### config.mk
export PLATFORM = sky130hd
export DESIGN_NAME = hazard_fwd_unit
export DESIGN_NICKNAME = d
export VERILOG_FILES = /design/src/rtl/hazard_fwd_unit.sv
export SDC_FILE = /design/constraint.sdc
export NUM_CORES = 1
export LEC_CHECK = 0
export ABC_CLOCK_PERIOD_IN_PS = 2300
export BUFFER_PORTS_ARGS = -buffer_cell sky130_fd_sc_hd__buf_2
export CAP_MARGIN = 10
export CORE_ASPECT_RATIO = 1.2
export CORE_MARGIN = 1.5
export CORE_UTILIZATION = 38
export CTS_CLUSTER_SIZE = 40
export DETAILED_ROUTE_END_ITERATION = 8
export PLACE_DENSITY = 0.8
export SYNTH_ARGS = -nofsm -noshare
export SYNTH_HDL_FRONTEND = slang
export SYNTH_SLANG_ARGS = --single-unit
### constraint.sdc
create_clock -name Clock -period 2.3 [get_ports Clock]
set_clock_uncertainty 0.2 [all_clocks]
set_input_delay 0.345 -clock Clock [delete_from_list [all_inputs] [get_ports Clock]]
set_output_delay 0.345 -clock Clock [all_outputs]
set_load 0.02 [all_outputs]
### src/rtl/hazard_fwd_unit.sv
// hazard_fwd_unit: load-use stall control, branch flush, halt handling and
// operand forward selection for a five-stage pipeline.
// Optional performance counters are built when HAZ_PERF_CNT_EN is defined;
// otherwise Stall_Count and Flush_Count are tied to zero.

module hazard_fwd_unit #(
   parameter int unsigned AW       = 5,
   parameter int unsigned LOAD_LAT = 1,
   parameter int unsigned CNT_W    = 16
) (
   input  logic             Clock,
   input  logic             Reset_,
   input  logic             Valid_ID,
   input  logic [AW-1:0]    Rs_ID,
   input  logic [AW-1:0]    Rt_ID,
   input  logic             Uses_Rs_ID,
   input  logic             Uses_Rt_ID,
   input  logic [AW-1:0]    WriteAddr_EX,
   input  logic [AW-1:0]    WriteAddr_MEM,
   input  logic [AW-1:0]    WriteAddr_WB,
   input  logic             RegWrite_EX,
   input  logic             RegWrite_MEM,
   input  logic             RegWrite_WB,
   input  logic             MemRead_EX,
   input  logic             Branch_ID,
   input  logic             Halt_Req,
   output logic [1:0]       Fwd_Rs_Sel,
   output logic [1:0]       Fwd_Rt_Sel,
   output logic             PC_Stall,
   output logic             ID_Stall,
   output logic             EX_Bubble,
   output logic             IF_Flush,
   output logic             Halted,
   output logic [CNT_W-1:0] Stall_Count,
   output logic [CNT_W-1:0] Flush_Count
);

   localparam int unsigned LC_W = 2;
   // Extra stall cycles after the detect cycle; zero means the detect cycle alone suffices.
   localparam logic [LC_W-1:0] LAT_RELOAD = LC_W'(LOAD_LAT - 1);

   typedef enum logic [1:0] {
      RUN     = 2'd0,
      LDSTALL = 2'd1,
      HALT    = 2'd2
   } state_t;

   state_t          state;
   logic [LC_W-1:0] lat_cnt;
   logic            load_use;
   logic            stall_c;
   logic            flush_c;
   logic            halted_c;

   // A stage forwards only a real, nonzero write to a register the ID instruction reads.
   function automatic logic stage_hit(input logic we, input logic [AW-1:0] dst,
                                      input logic [AW-1:0] src, input logic used);
      return we & used & (dst != '0) & (dst == src);
   endfunction

   // Nearest producing stage wins: EX, then MEM, then WB.
   function automatic logic [1:0] fwd_sel(input logic [AW-1:0] src, input logic used);
      if (stage_hit(RegWrite_EX, WriteAddr_EX, src, used))
         return 2'd1;
      else if (stage_hit(RegWrite_MEM, WriteAddr_MEM, src, used))
         return 2'd2;
      else if (stage_hit(RegWrite_WB, WriteAddr_WB, src, used))
         return 2'd3;
      else
         return 2'd0;
   endfunction

   // Load in EX whose destination is read by the instruction in ID.
   always_comb begin
      load_use = Valid_ID & MemRead_EX & RegWrite_EX & (WriteAddr_EX != '0) &
                 ((Uses_Rs_ID & (Rs_ID == WriteAddr_EX)) |
                  (Uses_Rt_ID & (Rt_ID == WriteAddr_EX)));
   end

   // Pipeline controls from current state and inputs; a pending stall masks the branch flush.
   always_comb begin
      stall_c  = 1'b0;
      flush_c  = 1'b0;
      halted_c = 1'b0;
      case (state)
         RUN: begin
            if (load_use)
               stall_c = 1'b1;
            else if (Branch_ID)
               flush_c = 1'b1;
         end
         LDSTALL: stall_c = 1'b1;
         HALT: begin
            stall_c  = 1'b1;
            halted_c = 1'b1;
         end
         default: ;
      endcase
   end

   // Reset low forces every control low immediately, whatever the inputs are doing.
   assign PC_Stall  = stall_c & Reset_;
   assign ID_Stall  = stall_c & Reset_;
   assign EX_Bubble = stall_c & Reset_;
   assign IF_Flush  = flush_c & Reset_;
   assign Halted    = halted_c & Reset_;

   // State, stall down-counter and registered forward selects.
   always_ff @(posedge Clock or negedge Reset_) begin
      if (!Reset_) begin
         state      <= RUN;
         lat_cnt    <= '0;
         Fwd_Rs_Sel <= 2'd0;
         Fwd_Rt_Sel <= 2'd0;
      end else begin
         case (state)
            RUN: begin
               if (load_use) begin
                  lat_cnt <= LAT_RELOAD;
                  state   <= (LAT_RELOAD == '0) ? RUN : LDSTALL;
               end else if (!Branch_ID && Halt_Req) begin
                  state <= HALT;
               end
            end
            LDSTALL: begin
               // lat_cnt counts stall cycles still owed, including this one.
               lat_cnt <= lat_cnt - LC_W'(1);
               if (lat_cnt <= LC_W'(1))
                  state <= RUN;
            end
            HALT: begin
               if (!Halt_Req)
                  state <= RUN;
            end
            default: state <= RUN;
         endcase

         if (stall_c || !Valid_ID) begin
            Fwd_Rs_Sel <= 2'd0;
            Fwd_Rt_Sel <= 2'd0;
         end else begin
            Fwd_Rs_Sel <= fwd_sel(Rs_ID, Uses_Rs_ID);
            Fwd_Rt_Sel <= fwd_sel(Rt_ID, Uses_Rt_ID);
         end
      end
   end

`ifdef HAZ_PERF_CNT_EN
   logic [CNT_W-1:0] stall_cnt;
   logic [CNT_W-1:0] flush_cnt;

   // Saturating counts of non-halt stall cycles and flush cycles.
   always_ff @(posedge Clock or negedge Reset_) begin
      if (!Reset_) begin
         stall_cnt <= '0;
         flush_cnt <= '0;
      end else begin
         if (stall_c && (state != HALT) && (stall_cnt != '1))
            stall_cnt <= stall_cnt + CNT_W'(1);
         if (flush_c && (flush_cnt != '1))
            flush_cnt <= flush_cnt + CNT_W'(1);
      end
   end

   assign Stall_Count = stall_cnt;
   assign Flush_Count = flush_cnt;
`else
   assign Stall_Count = '0;
   assign Flush_Count = '0;
`endif

endmodule

==> results by group <==
Cells and area
  – Ant diodes: 0
  – Share of cells above drive strength 1: 42.1%
  – P&R area growth vs syn: 34.1%
  – Final instance area: 1220 um^2
  – # nets final: roughly 210

Critical path
  – Launching point of the worst reg2reg path: state[1]$_DFFE_PN0P_
  – FF-to-FF path depth: 3
  – Critical Path AT: 1.72 ns
  – CP Max Fanout: 5
  – Type of the worst setup path: input port to output port
  – Worst EP required: 1.75 ns
  – CP endpoint kind: output port
  – Worst setup SP type: input port
  – Reg2reg end: Fwd_Rs_Sel[1]$_DFF_PN0_
  – R2R setup slack: 1.23 ns

Global route
  – Initial antenna violation count: 0
  – Tot GR Track Use: 17.1%
  – Vias in the first global route: 821
  – Pin count of the biggest net entering global routing: 9
  – First-pass GRT wire length: 3390 um
  – GRT overflow: 0

Route
  – DRC Markers: 0
  – Drt total wl: 2170 um
  – DRT antenna net count: 0
  – DR WL/cell: 10.7 um
  – Via-per-instance ratio: 4.45
  – Via Count: between 800 and 900
  – Initial DRC count: 5
  – Drt pass-1 iters: 4

Hold path
  – Worst Hold Launch: Halt_Req
  – Hold Path Class: input port to flip-flop
  – Worst hold path stage count: 3
  – Worst min-delay path endpoint: state[1]$_DFFE_PN0P_

Yosys
  – Mapped Cells: about 110
  – Avg Cell Area, Syn: between 8 and 9 um^2
  – Yosys warns: 0
  – Asr flop ratio synth: 100%
  – Post-synth top area share: 28.0%
  – Number of synthesized flops with an enable pin: 0
  – Dominant cell type by area after synthesis: buf_4
  – Post-synthesis register bit count: 5
  – Synth area leaders: buf_4, xor2_1, dfrtp_1
  – Distinct cells, synth: 25
  – Post-Syn Area: 911 um^2
  – Sequential area share after synthesis: 13.7%
  – Ys flop type: dfrtp_1

Power
  – Power, Total: ~0.00040 W
  – Leakage: 0.611 nW
  – Peak VDD IR: 149 uV
  – Power Density: ~330 nW/um^2

STA
  – Setup-failing EPs final: 0
  – Fmax: around 0.44 GHz
  – RSZ-0062 raised after global routing: yes
  – Slew Limit Fails: 0
  – Final worst path period need: 2.27 ns
  – Final Cycle Share: 98.7%
  – Fin. Hold Viols: 0

CTS
  – CTS tree: built
  – Clk Latency, worst-skew pair: approximately 0.25 ns
  – Clock sinks: 5
  – CTS Root Cell: clkbuf_4
  – Clock Pin Slew Worst Setup and Hold Paths: 0.04 ns
  – Max Root-Sink Buffers: 2
  – H-tree depth: 1
  – Cts bufs inserted: 3

Job
  – Max-Cap Viols: 0

Die
  – # IOs: 77
  – Core Area: 2280 um^2
  – DIE WIDTH: 47.7 um
  – Die area: 2700 um^2
  – Initial Utilization: 39.9%
  – Row cnt: 19
  – Die Y-Extent: between 50 and 60 um

Place
  – HPWL after detailed placement: 1840 um
  – Placed Area: 1120 um^2
  – # port buffers: 44
  – Final GP Congestion: 0.763

Run status
  – Status: complete, no violations
-- worst max path at each step --
stage	from	end	slack, ns	depth (start not counted)
floorplan	WriteAddr_EX[3]	ID_Stall	0.08	6
global placement	WriteAddr_EX[3]	PC_Stall	-0.09	7
detailed placement	WriteAddr_EX[3]	EX_Bubble	-0.13	7
CTS	WriteAddr_EX[3]	IF_Flush	0.006	7
global route	WriteAddr_EX[3]	PC_Stall	-0.03	7
finish	WriteAddr_EX[3]	EX_Bubble	0.03	7
-- cell usage after synthesis (2+ instances only) --
| master | n |
|---|---|
| o21a_1 | 2 |
| or4_1 | 3 |
| nor4_1 | 4 |
| nor3_1 | 5 |
| nand2_1 | 5 |
| buf_4 | 34 |
| nand4_1 | 4 |
| xor2_1 | 16 |
| inv_1 | 2 |
| nand3_1 | 2 |
| o21ai_0 | 4 |
| dfrtp_1 | 5 |
| xnor2_1 | 14 |
-- final cells by class --
class	count	area [um^2]
Timing Repair Buffer	58	338
Inverter	2	7.51
Clock inverter	1	5.00
Multi-Input combinational cell	102	684
Fill cell	248	1060
Clock buffer	3	22.5
Sequential cell	5	125
Tap cell	31	38.8
-- critical path, stage by stage --
cell and delay [ns]:
buf_2 0.12, or4_4 0.53, o21a_1 0.21, nand2_2 0.08, a21oi_4 0.05, a31o_4 0.23
buf_4 0.15
-- metrics by stage --
step	TNS (ns)	cells	utilization, %	hold slack [ns]	setup WS [ns]
after floorplan	0	143	-	-0.151	0.0766
after global routing	-0.0690	202	53.5	0.149	-0.0261
after detailed placement	-0.389	195	49.0	-0.0246	-0.126
after global placement	-0.269	195	49.0	-0.0258	-0.0865
after CTS	0	200	52.4	0.135	0.00576
final	0	202	53.5	0.135	0.0308
-- cells by family (layout without fill, tap and decap cells) --
kind of cell | count (synthesis) | in the layout | share of synthesized area (%)
other cells | 1 | 32 | 0.412
simple gates | 27 | 27 | 18.0
buf+inv | 36 | 64 | 28.8
flops | 5 | 5 | 13.7
compound gates | 13 | 13 | 10.2
xor+xnor | 30 | 30 | 28.8
-- timing repair --
action,in CTS,in global routing
endpoints found under the hold margin,5,0
pin swaps,3,4
setup buffers,0,2
hold buffers,1,0
setup endpoints to repair,4,4
resized for setup,9,2
-- power breakdown --
group / internal, W / switching, W
clock network: 0.0000633 / 0.0000426
logic: 0.0000797 / 0.000127
registers: 0.0000899 / 0.00000129
-- layer usage --
metal	vias to the layer above	wire length (um)	GRT usage [%]	part of all wire, %
met5	-	0	0	0
li1	443	-	-	-
met2	50	1170	30.7	54
met4	0	28	5.79	1.3
met1	402	779	18.8	36
met3	3	196	3.22	9.0
-- registers in the layout, summed over array words and instances, names as in the netlist --
register and flops:
Fwd_Rt_Sel 2, state 1, Fwd_Rs_Sel 2
-- cells in the final DEF (no fill, tap or decap) --
master,count
or4_1,2
a31o_4,1
a2bb2oi_1,1
buf_4,17
clkinv_2,1
and2_1,1
inv_1,2
a211oi_2,1
nor4_2,2
dlygate4sd3_1,1
and4_2,1
o21ai_0,4
buf_2,40
a31oi_1,1
nand3_2,1
dfrtp_1,5
and4_4,1
a21oi_4,1
o41a_1,1
o22ai_1,1
xnor2_1,14
nor3_1,5
or4_4,1
nor3_2,1
o21a_1,2
nor4_1,2
conb_1,32
clkbuf_4,3
nand2_2,1
nand3_1,1
xor2_1,16
nand2_1,4
nand4_1,4
Note: power is estimated with default switching activity, not from simulation.
